### src/rtl/piso_tx.sv
// piso_tx: parallel-in serial-out transmitter with a valid/ready load handshake.
// Optional build macro PISO_PARITY_EN adds one even-parity bit after the data bits.
// All outputs are registered. The first bit appears in the cycle after accept.
module piso_tx #(
   parameter int unsigned N         = 8,
   parameter bit          MSB_FIRST = 1'b1
) (
   input  logic         clk_i,
   input  logic         rst_i,
   input  logic [N-1:0] parallel_i,
   input  logic         valid_i,
   output logic         ready_o,
   output logic         serial_o,
   output logic         frame_o,
   output logic         done_o
);

   localparam int unsigned   CW   = (N > 1) ? $clog2(N) : 1;
   localparam logic [CW-1:0] LAST = CW'(N - 1);

`ifdef PISO_PARITY_EN
   typedef enum logic [1:0] {IDLE, SHIFT, PARITY} state_t;
`else
   typedef enum logic {IDLE, SHIFT} state_t;
`endif

   state_t          state_q, state_d;
   logic [N-1:0]    shreg_q, shreg_d;
   logic [CW-1:0]   cnt_q, cnt_d;
   logic            serial_q, serial_d;
   logic            frame_q, frame_d;
   logic            done_q, done_d;
   logic            ready_q, ready_d;
`ifdef PISO_PARITY_EN
   logic            par_q, par_d;
`endif

   // Next-state and registered-output logic. cnt_q is the index of the bit
   // currently on serial_o, so the next bit is staged one cycle ahead.
   always_comb begin
      state_d  = state_q;
      shreg_d  = shreg_q;
      cnt_d    = cnt_q;
      serial_d = serial_q;
      frame_d  = frame_q;
      done_d   = 1'b0;
      ready_d  = ready_q;
`ifdef PISO_PARITY_EN
      par_d    = par_q;
`endif
      case (state_q)
         IDLE: begin
            if (valid_i && ready_q) begin
               state_d  = SHIFT;
               shreg_d  = parallel_i;
               cnt_d    = '0;
               serial_d = MSB_FIRST ? parallel_i[N-1] : parallel_i[0];
               frame_d  = 1'b1;
               ready_d  = 1'b0;
`ifdef PISO_PARITY_EN
               par_d    = ^parallel_i;
`endif
            end
         end
         SHIFT: begin
            if (cnt_q == LAST) begin
`ifdef PISO_PARITY_EN
               state_d  = PARITY;
               serial_d = par_q;
               done_d   = 1'b1;
`else
               state_d  = IDLE;
               serial_d = 1'b1;
               frame_d  = 1'b0;
               ready_d  = 1'b1;
`endif
            end else begin
               cnt_d    = cnt_q + CW'(1);
               shreg_d  = MSB_FIRST ? {shreg_q[N-2:0], 1'b0} : {1'b0, shreg_q[N-1:1]};
               serial_d = MSB_FIRST ? shreg_q[N-2] : shreg_q[1];
`ifndef PISO_PARITY_EN
               done_d   = (cnt_q == (LAST - CW'(1)));
`endif
            end
         end
`ifdef PISO_PARITY_EN
         PARITY: begin
            state_d  = IDLE;
            serial_d = 1'b1;
            frame_d  = 1'b0;
            ready_d  = 1'b1;
         end
`endif
         default: begin
            state_d  = IDLE;
            serial_d = 1'b1;
            frame_d  = 1'b0;
            ready_d  = 1'b1;
         end
      endcase
   end

   // State and output registers with synchronous active-low reset.
   always_ff @(posedge clk_i) begin
      if (!rst_i) begin
         state_q  <= IDLE;
         shreg_q  <= '0;
         cnt_q    <= '0;
         serial_q <= 1'b1;
         frame_q  <= 1'b0;
         done_q   <= 1'b0;
         ready_q  <= 1'b1;
`ifdef PISO_PARITY_EN
         par_q    <= 1'b0;
`endif
      end else begin
         state_q  <= state_d;
         shreg_q  <= shreg_d;
         cnt_q    <= cnt_d;
         serial_q <= serial_d;
         frame_q  <= frame_d;
         done_q   <= done_d;
         ready_q  <= ready_d;
`ifdef PISO_PARITY_EN
         par_q    <= par_d;
`endif
      end
   end

   assign ready_o  = ready_q;
   assign serial_o = serial_q;
   assign frame_o  = frame_q;
   assign done_o   = done_q;

endmodule
### config.mk
export PLATFORM = sky130hd
export DESIGN_NAME = piso_tx
export DESIGN_NICKNAME = d
export VERILOG_FILES = /design/src/rtl/piso_tx.sv
export SDC_FILE = /design/constraint.sdc
export NUM_CORES = 1
export LEC_CHECK = 0
export ABC_AREA = 1
export CAP_MARGIN = 20
export CORE_MARGIN = 5
export CORE_UTILIZATION = 50
export DETAILED_ROUTE_END_ITERATION = 10
export PLACE_DENSITY = 0.77
export SYNTH_ARGS = -nofsm -noshare
export SYNTH_HDL_FRONTEND = slang
export SYNTH_SLANG_ARGS = --single-unit
### constraint.sdc
create_clock -name clk_i -period 1.6 [get_ports clk_i]
set_clock_uncertainty 0.05 [all_clocks]
set_input_delay 0.32 -clock clk_i [delete_from_list [all_inputs] [get_ports clk_i]]
set_output_delay 0.32 -clock clk_i [all_outputs]
set_load 0.02 [all_outputs]
# ---- Word level (Yosys, flattened, before mapping)
# Cells that the tools add are included.
dict set report op_classes {
  addsub 1
  n_bitwise 2
  n_mux 18
  n_eq_ne 5
  reduce_logical 4
}
# cell count
set op_table {}
lappend op_table {{two-way mux 7 bit} 2}
lappend op_table {{one-hot mux 7 bit (2 select lines)} 1}
lappend op_table {{two-way mux 1 bit} 8}
lappend op_table {{one-hot mux 1 bit (2 select lines)} 4}
lappend op_table {{== test 3 bit (second input constant)} 2}
lappend op_table {{two-way mux 3 bit} 2}
lappend op_table {{one-hot mux 3 bit (2 select lines)} 1}
lappend op_table {{inequality test 2 bit (second input constant)} 2}
lappend op_table {{AND reduction 2 bit} 2}
lappend op_table {{adder 3 x 1 -> 3 bit (second input constant)} 1}
lappend op_table {{OR reduction 3 bit} 1}
lappend op_table {{inequality test 2 x 1 -> 1 bit (second input constant)} 1}
lappend op_table {{NOT 1 bit} 2}
lappend op_table {{logical AND 1 bit} 1}
dict set report word_totals {
  inputBits 11
  word_cells 37
  out_inout_bits 4
  reg_bits 15
}

# ---- Longest topological paths before layout
# Gate-level depths: netlist of run 1.
dict set report logic_depth {
  depth_word 3
  depth_mapped 8
  depth_no_buf 8
}

# ---- Least setup slack after synthesis of run 1
# No wires, ideal clock.
dict set report synth_timing {
  path_kind {register to register}
  start {reg cnt_q[0]}
  end {reg shreg_q[1]}
  setup_time_ns 0.113
  n_path_buf 1
  arrival_ns 1.147
  setup_slack_ns 0.290
  synth_period_minus_slack_ns 1.310
  t_required_ns 1.437
  stages_incl_launch_ff 8
  path_cell_list {dfxtp_1 > ha_1 > ha_1 > inv_1 > nand2_2 > buf_6 > a21oi_2 > nor2_1}
}
dict set report synth_between {
  elab_chain_cells 3
}
# item line
set synth_lines {}
lappend synth_lines {{start, declared} 29} ;# logic [CW-1:0] cnt_q, cnt_d;
lappend synth_lines {{start signal, assigned} 119} ;# cnt_q <= cnt_d;
lappend synth_lines {{== test 3 bit} 66} ;# if (cnt_q == LAST) begin
lappend synth_lines {{inequality test 2 bit (no source line)} --}
lappend synth_lines {{AND reduction 2 bit (no source line)} --}
lappend synth_lines {{end signal, assigned} 118} ;# shreg_q <= shreg_d;
lappend synth_lines {{end, declared} 28} ;# logic [N-1:0] shreg_q, shreg_d;
# Every way passes these cells.
# A chain may end at the register's enable or synchronous reset.

# ---- Final worst setup path of run 1
dict set report layout_timing {
  start {reg cnt_q[1]}
  end {reg shreg_q[5]}
}
# The elaborated chain is that of the path after synthesis.

==> results.py, run 1 <==
metrics = {
    "synthesis": {
        "synth_most_common_cell": "nand2_1",
        "synth_edf_count": 0,
        "ys.flop_type": "dfxtp_1",
        "ys_top_cells_by_area": "dfxtp_1 (36%), nand2_1 (14%), a21oi_2 (9.5%), nor2_1 (6.8%), ha_1 (6.1%)",
        "synthArstFlopShare_pct": 0,
        "synth_top_area_share_pct": 36.31,
        "seq_area_frac_synth_pct": 36.31,
        "synth.avg_cell_area_sq_um": 7.519,
        "yosysWarnings": 0,
        "synth_common_cells": "nand2_1 (31), dfxtp_1 (15), nor2_1 (15)",
        "ys_seq_elements": 15,
        "synthesis.instances": 110,
        "synthesis.area_sq_um": 827.0,
        "syn-num-nets": 125,
        "synth_largest_area_cell": "dfxtp_1",
        "yosysUniqueCellTypes": 17,
    },
    "place": {
        "gp_congestion": 0.9183,
        "numPortBuffers": 14,
        "place_area_sq_um": 983.4,
        "hpwl_mm": 1.179,
        "place_inst": 140,
    },
    "clock_tree": {
        "post_cts_buffers": 0,
        "cts_buffers": 3,
        "clock_path_buffers": 2,
        "insertion_delay_ps": 290,
        "htree_levels": 1,
        "cts_tree": "yes",
        "clockRootBuffer": "clkbuf_4",
        "ctsHoldBuffers": 0,
        "clock_sinks": 15,
        "clk_pin_slew_worst_paths_ps": 90,
    },
    "cells_and_area": {
        "area_growth_pct": 22.54,
        "stdcell_count": 144,
        "regArea_sq_um": 300.3,
        "final_core_util_pct": 65.75,
        "drive_gt1_share_pct": 20.31,
        "diodes": 0,
        "post-route-cell-area_sq_mm": 0.001013,
        "nNetsFinal": 144,
        "multi_input_area_sq_um": 436.7,
        "nFillCells": 133,
    },
    "die": {
        "die_w_um": 50.67,
        "die_h_um": 50.67,
        "io_pins": 15,
        "fp-row-count": 14,
        "core_sq_mm": 0.001541,
        "start_util_pct": 53.65,
        "dieArea_sq_mm": 0.002567,
    },
    "worst_setup_path": {
        "crit_end": "shreg_q[5]",
        "crit_arrival_ps": 1590,
        "crit_start": "cnt_q[1]",
        "crit_chain": "ha_1, ha_1, inv_1, nand2_4, buf_12, a21oi_2, nor2_1",
        "required_ps": 1740,
        "rrSetupSlack_ps": 150,
        "path_class": "reg -> reg",
        "worst-path-max-fanout": 9,
        "cpPeakStageDelay_ps": 350,
        "slowest_stage": "dfxtp_1",
        "endpoint_kind": "register",
        "start_kind": "register",
        "crit_top_cell": "ha_1",
        "r2r-end": "shreg_q[5]",
        "reg2regPathDepth": 7,
        "r2r_start": "cnt_q[1]",
    },
    "drt": {
        "ant_nets": 0,
        "num_vias": 720,
        "first_pass_iters": 4,
        "wl_met2_um": 705,
        "route.met3.wl_um": 121,
        "top_layer_used": "met4",
        "routedLengthMet1_um": 695,
        "vias_per_cell": 5.000,
        "drt_iter0_markers": 13,
        "routed_wl_mm": 1.560,
        "drcViolationCount": 0,
        "wl_per_cell_um": 10.83,
    },
    "sta": {
        "finalSetupViolCount": 0,
        "period_share_pct": 90.60,
        "rsz0062_at_grt": "no",
        "tns_ps": 0,
        "worst_slew_pin_slew_ps": 352.8,
        "maxSlewHeadroom_pct": 76.45,
        "hold_viol": 0,
        "fmaxAchievable_mhz": 689.8,
        "final-max-slew-violation-count": 0,
        "fin_crit_ps": 1450,
    },
    "global_routing": {
        "grt_max_degree": 17,
        "grt_pass1_wl_mm": 2.870,
        "grt_usage_pct": 14.29,
        "first_global_vias": 691,
        "overflow": 0,
        "antenna_found_initial": 0,
    },
    "power_and_ir_drop": {
        "seqPwrFrac_pct": 44.9,
        "power.leakage_nw": 0.4949,
        "pwr-share-clk_pct": 20.8,
        "pwr-share-comb_pct": 34.3,
        "p_switching_mw": 0.3601,
        "switching_share_pct": 34.58,
        "p_per_area_mw_per_mm2": 1027,
        "p_int_mw": 0.6812,
        "totalPowerFinal_mw": 1.041,
        "peakVddDrop_uv": 744.1,
    },
    "job": {
        "maxCapViolCount": 0,
    },
    "status": {
        "status": "completed",
    },
    "hold_path": {
        "worstHoldPathType": "reg -> reg",
        "hold_path.startpoint": "shreg_q[0]",
    },
}
-- cell families after synthesis --
family,Yosys count,synth area share (%)
and+or+nand+nor,63,35.40
buffers and inverters,17,11.50
DFF,15,36.31
AOI/OAI and AO/OA,11,10.74
adders and majority gates,4,6.052
-- worst max-delay path: cells and delay by family, from the launching register on --
kind	cells	cell delay, ps
adders and majority gates	2	390
and+or+nand+nor	2	170
buffers and inverters	2	260
DFF	1	350
AOI/OAI and AO/OA	1	130
-- routing by layer --
| layer | GRT usage (%) | up-vias |
|---|---|---|
| met2 | 22.73 | 21 |
| li1 | - | 376 |
| met1 | 16.40 | 317 |
| met4 | 8.936 | 0 |
| met3 | 4.438 | 6 |
| met5 | 0 | - |
-- cell type report --
cell class              count  share of cell area [%]
clock buffers               4                   2.593
inverters                  13                   4.815
multi-input cells          78                   43.09
flip-flops and latches     15                   29.63
well taps                  16                   1.975
repair buffers             18                   17.90
-- per-stage QoR --
stage	setup slack, ps	hold slack, ps
2_1_floorplan	289.7	401.0
3_3_place_gp	104.8	406.4
3_5_place_dp	76.26	414.6
4_1_cts	27.92	429.2
5_1_grt	19.05	461.1
6_report	150.4	425.6
-- repair_timing --
item | in CTS | in global routing
endpoints found under the hold margin | 0 | 0
setup endpoints to repair | 3 | 6
resized for setup | 3 | 2
-- placed cells by master (no fill, tap or decap), types with 4 or more instances in the layout --
| master | count |
|---|---|
| nand3_1 | 9 |
| nand2_1 | 31 |
| nand3_2 | 4 |
| inv_1 | 10 |
| ha_1 | 4 |
| nor2_1 | 15 |
| a21oi_2 | 9 |
| clkdlybuf4s50_1 | 10 |
| dfxtp_1 | 15 |
-- sequential cells by signal, indices dropped and copies added, names as in the netlist --
register	flops
shreg_q	7
cnt_q	3
done_o	1
frame_o	1
ready_o	1
serial_o	1
state_q	1
-- power groups by stage --
stage	clock network, mW	registers [mW]	logic, mW
after floorplan	0	0.494	0.247
after global placement	0	0.473	0.363
after detailed placement	0	0.476	0.372
after CTS	0.228	0.467	0.361
after global routing	0.253	0.477	0.407
final	0.217	0.467	0.357
-- worst min path at each step --
| stage | to | slack [ps] | cells after the start |
|---|---|---|---|
| after floorplan | shreg_q[0] | 400 | 2 |
| after global placement | frame_o | 410 | 2 |
| after detailed placement | shreg_q[0] | 410 | 2 |
| after CTS | shreg_q[0] | 430 | 2 |
| after global routing | shreg_q[0] | 460 | 2 |
| final | shreg_q[0] | 430 | 2 |
Power figures use the tool's default switching activity.
==> inputs of run 2 (changes only) <==
- CORE_MARGIN: 5 -> 8
==> results.py, run 2 (synthesis results as in run 1) <==
metrics = {
    "status": {
        "status": "completed",
    },
    "worst_setup_path": {
        "critPathTopFamily": "buffers and inverters",
        "required_ps": 1230,
        "start_kind": "register",
        "slowest_stage": "clkdlybuf4s50_1",
        "critical_path_buf_inv_count": 1,
        "endpoint_kind": "output port",
        "worst-path-max-fanout": 1,
        "cpPeakStageDelay_ps": 590,
        "path_depth": 1,
        "reg2regPathDepth": 7,
        "crit_chain": "clkdlybuf4s50_1",
        "path_class": "reg -> out",
        "crit_arrival_ps": 1180,
    },
    "drt": {
        "num_vias": 706,
        "routed_wl_mm": 1.626,
        "drt_iter0_markers": 3,
        "wl_per_cell_um": 11.29,
        "vias_per_cell": 4.903,
        "first_pass_iters": 4,
        "ant_nets": 0,
        "drcViolationCount": 0,
    },
    "cells_and_area": {
        "drive_gt1_share_pct": 20.31,
        "top_regs": "shreg_q (7), cnt_q (3)",
        "largest_reg_flops": 7,
        "post-route-cell-area_sq_mm": 0.001006,
        "layout_commonest_cell": "nand2_1",
        "final_core_util_pct": 66.01,
        "regMostFlops": "shreg_q",
        "nNetsFinal": 144,
        "diodes": 0,
        "area_growth_pct": 21.63,
        "mostFrequentLayoutCells": "nand2_1 (31), nor2_1 (15), dfxtp_1 (15)",
        "nFillCells": 140,
    },
    "die": {
        "die_h_um": 56.67,
        "start_util_pct": 54.27,
        "dieArea_sq_mm": 0.003211,
        "io_pins": 15,
        "die_w_um": 56.67,
        "core_sq_mm": 0.001524,
        "fp-row-count": 14,
    },
    "clock_tree": {
        "cts_buffers": 3,
        "clock_path_buffers": 2,
        "cts_tree": "yes",
        "clk_pin_slew_worst_paths_ps": 90,
        "clockRootBuffer": "clkbuf_4",
        "post_cts_buffers": 0,
        "insertion_delay_ps": 280,
        "postCtsResizedCells": 3,
        "htree_levels": 1,
        "ctsHoldBuffers": 0,
        "clock_sinks": 15,
    },
    "hold_path": {
        "worstHoldPathType": "reg -> reg",
        "min_path_cells": 2,
    },
    "place": {
        "hpwl_mm": 1.216,
        "numPortBuffers": 14,
        "place_area_sq_um": 983.4,
        "gp_congestion": 0.8141,
    },
    "global_routing": {
        "grt_pass1_wl_mm": 2.898,
        "first_global_vias": 691,
        "grt_usage_pct": 10.74,
        "grt_max_degree": 17,
        "overflow": 0,
        "antenna_found_initial": 0,
    },
    "power_and_ir_drop": {
        "p_switching_mw": 0.3568,
        "pwr-share-comb_pct": 35.2,
        "totalPowerFinal_mw": 1.036,
        "p_per_area_mw_per_mm2": 1030,
        "switching_share_pct": 34.43,
        "peakVddDrop_uv": 647.4,
        "pwr-share-clk_pct": 20.2,
        "power.leakage_nw": 0.4753,
        "seqPwrFrac_pct": 44.6,
        "p_int_mw": 0.6796,
    },
    "sta": {
        "hold_slack_ps": 429.7,
        "rsz0062_at_grt": "no",
        "finalSetupViolCount": 0,
        "worst_slew_pin_slew_ps": 255.3,
        "fin_crit_ps": 1552,
        "period_share_pct": 97.00,
        "maxSlewHeadroom_pct": 82.98,
        "fmaxAchievable_mhz": 644.3,
        "tns_ps": 0,
        "final-max-slew-violation-count": 0,
        "hold_viol": 0,
    },
    "job": {
        "maxCapViolCount": 0,
    },
}
[run 2: cell count changes in the layout (fill, tap and decap cells not counted)]
cell and delta:
clkdlybuf4s50_1 +1, dlymetal6s2s_1 -1, nand2_4 -1, nand2_2 +1
[run 2: worst paths after layout]
path | startpoint | to | slack [ps]
min reg2reg | shreg_q[0] | shreg_q[0] | 430
max | done_o | done_o | 50
max reg2reg | cnt_q[1] | shreg_q[6] | 170
min | shreg_q[0] | shreg_q[0] | 430
[run 2: layout make-up]
class                      instances  area (sq um)  share of cell area [%]
multi-input combinational         78         431.7                   42.91
sequential                        15         300.3                   29.85
timing repair buffer              18         178.9                   17.79
inverter                          13         48.80                   4.851
clock buffer                       4         26.28                   2.612
tap                               16         20.02                   1.990
[run 2: metrics by stage]
step / setup WS, ps / instances
2_1_floorplan: 289.7 / 110
3_3_place_gp: 106.0 / 140
3_5_place_dp: 79.13 / 140
4_1_cts: 36.46 / 144
5_1_grt: 12.29 / 144
6_report: 47.98 / 144
[run 2: power by group through the flow]
stage,clock network [mW],logic (mW),registers [mW]
global route,0.231,0.411,0.470
detailed placement,0,0.377,0.471
floorplan,0,0.247,0.494
CTS,0.219,0.368,0.463
global placement,0,0.370,0.469
finish,0.209,0.365,0.462
[run 2: metal layers]
metal	share of wire (%)	GRT usage [%]	wire length, um	vias up
met5	0	0	0	-
li1	-	-	-	380
met4	0.49	4.124	8	0
met2	44	16.93	714	17
met3	6.5	3.371	106	2
met1	49	13.13	796	307
==> inputs of run 3 (changes only) <==
- CORE_UTILIZATION: 50 -> 59
- DONT_BUFFER_PORTS: not set -> 1
- PLACE_DENSITY: 0.77 -> 0.75
==> results.py, run 3 (synthesis results as in run 1) <==
metrics = {
    "global_routing": {
        "grt_pass1_wl_mm": 2.449,
        "antenna_found_initial": 0,
        "overflow": 0,
        "grt_max_degree": 17,
        "grt_usage_pct": 11.64,
        "first_global_vias": 556,
    },
    "place": {
        "hpwl_mm": 1.183,
        "gp_congestion": 0.7235,
        "numPortBuffers": 0,
        "place_ws_ps": 215.6,
    },
    "sta": {
        "maxSlewHeadroom_pct": 73.30,
        "period_share_pct": 87.12,
        "setup_ws_ps": 206.1,
        "rsz0062_at_grt": "no",
        "tns_ps": 0,
        "fin_crit_ps": 1394,
        "fmaxAchievable_mhz": 717.4,
        "hold_viol": 0,
        "final-max-slew-violation-count": 0,
        "worst_slew_pin_slew_ps": 400.0,
        "finalSetupViolCount": 0,
    },
    "worst_setup_path": {
        "endpoint_kind": "register",
        "worst-path-max-fanout": 7,
        "crit_arrival_ps": 1570,
        "required_ps": 1780,
        "path_class": "reg -> reg",
        "start_kind": "register",
    },
    "clock_tree": {
        "clockRootBuffer": "clkbuf_4",
        "cts_tree": "yes",
        "clock_sinks": 15,
        "cts_buffers": 3,
        "ctsHoldBuffers": 0,
        "insertion_delay_ps": 280,
        "clk_pin_slew_worst_paths_ps": 90,
        "htree_levels": 1,
        "clock_path_buffers": 2,
        "post_cts_buffers": 0,
        "postCtsResizedCells": 0,
    },
    "die": {
        "die_h_um": 53.44,
        "die_w_um": 53.44,
        "core_sq_mm": 0.001301,
        "start_util_pct": 63.56,
        "fp-row-count": 13,
        "io_pins": 15,
        "dieArea_sq_mm": 0.002856,
    },
    "drt": {
        "drcViolationCount": 0,
        "wl_per_cell_um": 12.10,
        "first_pass_iters": 5,
        "ant_nets": 0,
        "num_vias": 658,
        "vias_per_cell": 5.141,
        "drt_iter0_markers": 15,
        "routed_wl_mm": 1.549,
    },
    "cells_and_area": {
        "regArea_sq_um": 300.3,
        "multi_input_area_sq_um": 431.7,
        "area_growth_pct": 2.572,
        "nNetsFinal": 129,
        "layout_commonest_cell": "nand2_1",
        "mostFrequentLayoutCells": "nand2_1 (31), nor2_1 (15), dfxtp_1 (15)",
        "nFillCells": 114,
        "largest_reg_flops": 7,
        "diodes": 0,
        "drive_gt1_share_pct": 22.12,
        "regMostFlops": "shreg_q",
        "top_regs": "shreg_q (7), cnt_q (3)",
    },
    "hold_path": {
        "worstHoldPathType": "in -> reg",
    },
    "job": {
        "maxCapViolCount": 0,
    },
    "power_and_ir_drop": {
        "peakVddDrop_uv": 673.2,
        "p_per_area_mw_per_mm2": 1153,
        "power.leakage_nw": 0.4079,
        "totalPowerFinal_mw": 0.9781,
    },
    "status": {
        "status": "completed",
    },
}
-- run 3: cell types whose count changed in the layout (fill, tap and decap cells not counted) --
cell | before | now
buf_12 | 1 | 0
clkdlybuf4s50_1 | 11 | 0
dlygate4sd2_1 | 3 | 0
-- run 3: stage by stage --
step	hold WS, ps	utilization, %	instance area, sq um	std cells
finish	93.06	65.19	848.3	128
global placement	392.8	63.17	822.0	124
floorplan	401.0	-	827.0	110
CTS	95.95	65.19	848.3	128
global route	85.57	65.19	848.3	128
detailed placement	398.7	63.17	822.0	124
-- run 3: area by class of cell --
| type | count | share of cell area (%) |
|---|---|---|
| multi-input cells | 78 | 50.88 |
| flip-flops and latches | 15 | 35.40 |
| inverters | 13 | 5.752 |
| clock buffers | 4 | 3.097 |
| repair buffers | 3 | 2.655 |
| well taps | 15 | 2.212 |
-- run 3: power by group --
| part | internal, mW | switching [mW] |
|---|---|---|
| sequential | 0.431 | 0.0696 |
| combinational | 0.101 | 0.157 |
| clock | 0.0969 | 0.123 |
| total | 0.629 | 0.349 |
-- run 3: path summary, 6_finish.rpt --
| check | startpoint | to | slack [ps] | depth (start not counted) |
|---|---|---|---|---|
| max reg2reg | cnt_q[0] | shreg_q[4] | 210 | 8 |
| min reg2reg | shreg_q[0] | shreg_q[0] | 440 | 2 |
| max | cnt_q[0] | shreg_q[4] | 210 | 8 |
| min | rst_i | shreg_q[2] | 90 | 2 |
-- run 3: worst max-delay path: stages, from the launching register on --
cell and delay, ps:
dfxtp_1 330, ha_1 220, ha_1 180, inv_1 60
nand2_2 80, buf_4 190, nand3_1 80, nand2_1 70
nor2_1 70
-- run 3: layer usage --
layer,share of wire [%],GRT usage (%)
met1,42,13.13
met2,46,16.99
met3,11,6.443
met4,0.71,6.303
met5,0,0
==> edit 1 (settings of run 1) <==
`N`: 8 -> 16.
--- a/src/rtl/piso_tx.sv
+++ b/src/rtl/piso_tx.sv
@@ -4,3 +4,3 @@
 module piso_tx #(
-   parameter int unsigned N         = 8,
+   parameter int unsigned N         = 16,
    parameter bit          MSB_FIRST = 1'b1
Interface: changed (resized parallel_i); port bits go from 15 to 23. The function was not compared with the original's and may differ.
==> edit 1 against run 1 <==
Cell count grew 51%. Design area up 41%. Power is 18% higher. Routed wire length rose by 57%. Setup slack better by 41 ps. Largest power group unchanged. Utilization decreased by 1.3 points. Sequential cell count rose by 9. Global-route usage increased by 2.8 points. Synthesized cell count increased by 51%. Synthesized area up 41%. Highest routed layer unchanged. Count of clock-buffer cells in the layout shrank 1.
==> edit 1: results (changes against run 1) <==
| Metric | Value |
|---|---|
| Status | finished, final reports clean (unchanged) |
| Ys async rst share | 0% (unchanged) |
| R2R setup slack | 190 ps (was 150 ps) |
| Area contributors post-synth | dfxtp_1, nand2_1, nor2_1, o21ai_1, buf_6 (was dfxtp_1, nand2_1, a21oi_2, nor2_1, ha_1) |
| Clock slew seen by the registers of the worst setup and hold paths | 120 ps (was 90 ps) |
| Crit path max-delay family | simple AND/OR/NAND/NOR gates (was adder cells) |
| GRT Overall Usage | 17.1% (was 14.3%) |
| CP Max Fanout | 15 (was 9) |
| Leak pwr | 0.664 nW (was 0.495 nW) |
| Register area share after synthesis | 41.3% (was 36.3%) |
| Critical path destination | shreg_q[9]$_SDFFE_PN0P_ (was shreg_q[5]$_SDFFE_PN0P_) |
| Largest net degree at the start of global routing | 19 (was 17) |
| Compound-gate portion of the synthesized area | 9.58% (was 10.7%) |
| Synth unique cells | 23 (was 17) |
| Min-delay src | cnt_q[0]$_SDFFE_PN0P_ (was shreg_q[0]$_SDFFE_PN0P_) |
| Global-route wire length before repair | 4520 um (was 2870 um) |
| Post-Synth Adder-Cell Area | 2.15% (was 6.05%) |
| Critical path arrival | 1570 ps (was 1590 ps) |
| Final Wtd Congestion | 0.766 (was 0.918) |
| Slew HR | 72.3% (was 76.4%) |
| DP HPWL | 1840 um (was 1180 um) |
| Mapped Nets | 187 (was 125) |
| Worst-skew pair later-pin latency | 310 ps (was 290 ps) |
| 1st-iter DRT viols | 27 (was 13) |
| Share of cells above drive strength 1 | 11.6% (was 20.3%) |
| Top cells by count, synth | nand2_1, nor2_1, dfxtp_1 (was nand2_1, dfxtp_1, nor2_1) |
| Vias in the first global route | 1070 (was 691) |
| WL per Instance | 11.2 um (was 10.8 um) |
| VDD IR-drop max | 0.000620 V (was 0.000744 V) |
| Vias/cell | 4.91 (was 5.00) |
| Port bufs | 22 (was 14) |
| Biggest regs | shreg_q: 15 flops, cnt_q: 4 flops (was shreg_q: 7 flops, cnt_q: 3 flops) |
| R2R cell count | 6 (was 7) |
| Final nets | 213 (was 144) |
==> edit 1: layout make-up <==
type	instances	area [um2]
fill	204	787
multi-input combinational	128	601
sequential	24	480
timing repair buffer	28	260
tap	28	35.0
inverter	7	26.3
clock buffer	3	22.5
==> edit 1: routing by layer <==
metal	wire, um	part of all wire (%)	global-route usage [%]
met1	1160	47	19.8
met5	0	0	0
met2	1180	48	30.6
met4	12	0.49	7.28
met3	92	3.8	2.90
==> edit 1: logic make-up after synthesis <==
kind of cell,after synthesis
AO/OA/AOI/OAI,20
adder cells (fa/ha/maj),2
buffers and inverters,14
flip-flops,24
AND/OR/NAND/NOR,106
==> edit 1: worst min-delay path by stage <==
stage                            endpoint  slack (ps)  cells after the start
floorplan           cnt_q[0]$_SDFFE_PN0P_         390                      1
global placement    cnt_q[0]$_SDFFE_PN0P_         400                      1
detailed placement  cnt_q[0]$_SDFFE_PN0P_         410                      1
CTS                 cnt_q[0]$_SDFFE_PN0P_         430                      1
global route        cnt_q[0]$_SDFFE_PN0P_         440                      1
finish              cnt_q[0]$_SDFFE_PN0P_         430                      1
==> edit 1: stage by stage <==
step / cells / area, um2 / setup WS [ps]
after global placement: 215 / 1410 / 105
after detailed placement: 215 / 1410 / 22.5
final: 218 / 1430 / 191
after floorplan: 166 / 1160 / 296
after global routing: 218 / 1430 / 32.9
after CTS: 218 / 1430 / 174
==> edit 1: worst reg2reg max path, stage by stage (launching register included) <==
cell and delay, ps:
dfxtp_1 400, ha_1 290, nand3_2 120, nand2_4 110, nand2_4 130, o21ai_1 170, nor2_1 60
==> edit 1: where the power goes <==
group | total (mW) | internal [mW] | leakage, nW | switching [mW]
logic | 0.284 | 0.126 | 0.452 | 0.158
clock network | 0.260 | 0.0879 | 0.0138 | 0.172
registers | 0.689 | 0.653 | 0.198 | 0.0363
==> edit 1: repair_timing <==
item                                    in CTS  in global routing
endpoints found under the setup margin       4                  0
hold buffers                                 0                  0
resized for setup                            4                  0
==> edit 2 (config.mk and constraints of run 1) <==
Without the edit above. Take the reset off `shreg_q` and load it in a clocked block of its own.
--- a/src/rtl/piso_tx.sv
+++ b/src/rtl/piso_tx.sv
@@ -106,3 +106,2 @@
          state_q  <= IDLE;
-         shreg_q  <= '0;
          cnt_q    <= '0;
@@ -117,3 +116,2 @@
          state_q  <= state_d;
-         shreg_q  <= shreg_d;
          cnt_q    <= cnt_d;
@@ -129,2 +127,6 @@
 
+   always_ff @(posedge clk_i) begin
+      shreg_q <= shreg_d;
+   end
+
    assign ready_o  = ready_q;
Check against the original RTL: same outputs for any inputs over 10 cycles, from zero or initial values and one cycle with rst_i low; that may be too few to reach the edited logic, so the function may still have changed.
==> edit 2 against run 1 <==
Sequential cell count did not move. Global-route usage fell by 0.62 points. Register-to-register slack got worse by 40 ps. Sequential share of layout area rose by 12 points. Synthesized area fell by 15%. Design area fell by 12%. Synthesized cell count fell by 33%. Cell count fell by 25%. Critical path depth fell by 6. Routed wire length fell by 22%. Non-clock buffer count fell by 2. Setup slack got worse by 100 ps. Utilization rose by 1.8 points. Highest routed layer unchanged.
Power is not compared: it rests on default switching activity, and its combinational part moved more than twofold at a synthesized area within 25%.
==> edit 2: results (changes against run 1) <==
| Metric | Value |
|---|---|
| Largest net degree at the start of global routing | 11 (was 17) |
| Worst Tran Pin Value | 269 ps (was 353 ps) |
| Worst-skew pair later-pin latency | 270 ps (was 290 ps) |
| Reg2reg end | shreg_q[0]$_SDFFCE_PP0P_ (was shreg_q[5]$_SDFFE_PN0P_) |
| 1st-iter DRT viols | 15 (was 13) |
| Register area share after synthesis | 52.7% (was 36.3%) |
| CP Max Fanout | 1 (was 9) |
| Area contributors post-synth | edfxtp_1, dfxtp_1, nand2_1, ha_1, inv_1 (was dfxtp_1, nand2_1, a21oi_2, nor2_1, ha_1) |
| Status | finished, final reports clean (unchanged) |
| WL per Instance | 11.3 um (was 10.8 um) |
| Slowest stage delay, CP | 590 ps (was 350 ps) |
| Critical path arrival | 1180 ps (was 1590 ps) |
| Final WS setup | 49.4 ps (was 150 ps) |
| Layout fillers | 115 (was 133) |
| Port bufs | 14 (unchanged) |
| Slowest cell on the critical path | clkdlybuf4s50_1 (was dfxtp_1) |
| Worst r2r src | cnt_q[0]$_SDFFE_PN0P_ (was cnt_q[1]$_SDFFE_PN0P_) |
| Mapped Nets | 89 (was 125) |
| Worst slack, placed | 104 ps (was 76.3 ps) |
| Global-route wire length before repair | 2120 um (was 2870 um) |
| Hold_ws | 423 ps (was 426 ps) |
| Hold worst-path end | frame_o$_SDFFE_PN0P_ (was shreg_q[0]$_SDFFE_PN0P_) |
| Final nets | 109 (was 144) |
| R2R setup slack | 110 ps (was 150 ps) |
| Vias/cell | 4.85 (was 5.00) |
| DP HPWL | 968 um (was 1180 um) |
| Crit path max-delay family | buffers and inverters (was adder cells) |
| Final Wtd Congestion | 0.742 (was 0.918) |
| Clock Tree Buf Depth | 2 (unchanged) |
| Top cells by count, synth | nand2_1, dfxtp_1, edfxtp_1 (was nand2_1, dfxtp_1, nor2_1) |
| R2R cell count | 5 (was 7) |
| Vias in the first global route | 461 (was 691) |
| Share of cells above drive strength 1 | 15.1% (was 20.3%) |
| Critical path destination | done_o (was shreg_q[5]$_SDFFE_PN0P_) |
| Hold path cells | 2 (unchanged) |
| Post-synth EDFFs | 7 (was 0) |
| Min-delay src | frame_o$_SDFFE_PN0P_ (was shreg_q[0]$_SDFFE_PN0P_) |
| ANT cells | 0 (unchanged) |
| GRT Overall Usage | 13.7% (was 14.3%) |
| Biggest regs | shreg_q: 7 flops, cnt_q: 3 flops (unchanged) |
| Initial antenna violation count | 0 (unchanged) |
| 1st-pass router iterations | 4 (unchanged) |
| Clock root cell | clkbuf_4 (unchanged) |
| Leak pwr | 0.407 nW |
| VDD IR-drop max | 0.000548 V |
| Critical path launch point | done_o$_SDFF_PP0_ (was cnt_q[1]$_SDFFE_PN0P_) |
==> edit 2: metrics by stage <==
stage | utilization [%] | instances | cell area, um2
floorplan | - | 74 | 703
global placement | 65.7 | 104 | 866
detailed placement | 65.7 | 104 | 866
CTS | 67.5 | 108 | 890
global route | 67.5 | 108 | 890
finish | 67.5 | 108 | 890
==> edit 2: final cells by class <==
type,instances,area (um2),area share (%)
sequential,15,370,41.6
timing repair buffer,16,151,17.0
clock inverter,1,5.00,0.563
clock buffer,3,22.5,2.53
tap,15,18.8,2.11
inverter,7,33.8,3.80
multi-input combinational,51,288,32.3
==> edit 2: power groups by stage <==
stage | Clock (mW) | Sequential, mW | Combinational (mW)
floorplan | 0 | 0.484 | 0.0937
global placement | 0 | 0.480 | 0.160
detailed placement | 0 | 0.482 | 0.164
CTS | 0.221 | 0.472 | 0.159
global route | 0.238 | 0.478 | 0.177
finish | 0.208 | 0.472 | 0.156
==> edit 2: logic make-up after synthesis <==
family | count (synthesis) | synth area share, %
DFF | 15 | 52.7
and+or+nand+nor | 41 | 28.5
adders and majority gates | 4 | 7.12
AOI/OAI and AO/OA | 6 | 5.34
buffers and inverters | 8 | 6.41
==> edit 2: routing by layer <==
layer | part of all wire (%) | global-route usage [%] | vias up
li1 | - | - | 282
met1 | 46 | 19.2 | 233
met2 | 49 | 21.1 | 7
met3 | 3.7 | 2.26 | 2
met4 | 0.98 | 4.97 | 0
met5 | 0 | 0 | -
==> edit 2: repair_timing <==
item,CTS,global route
setup endpoints to repair,3,6
pin swaps,0,1
resized for setup,3,0
gates cloned,0,0
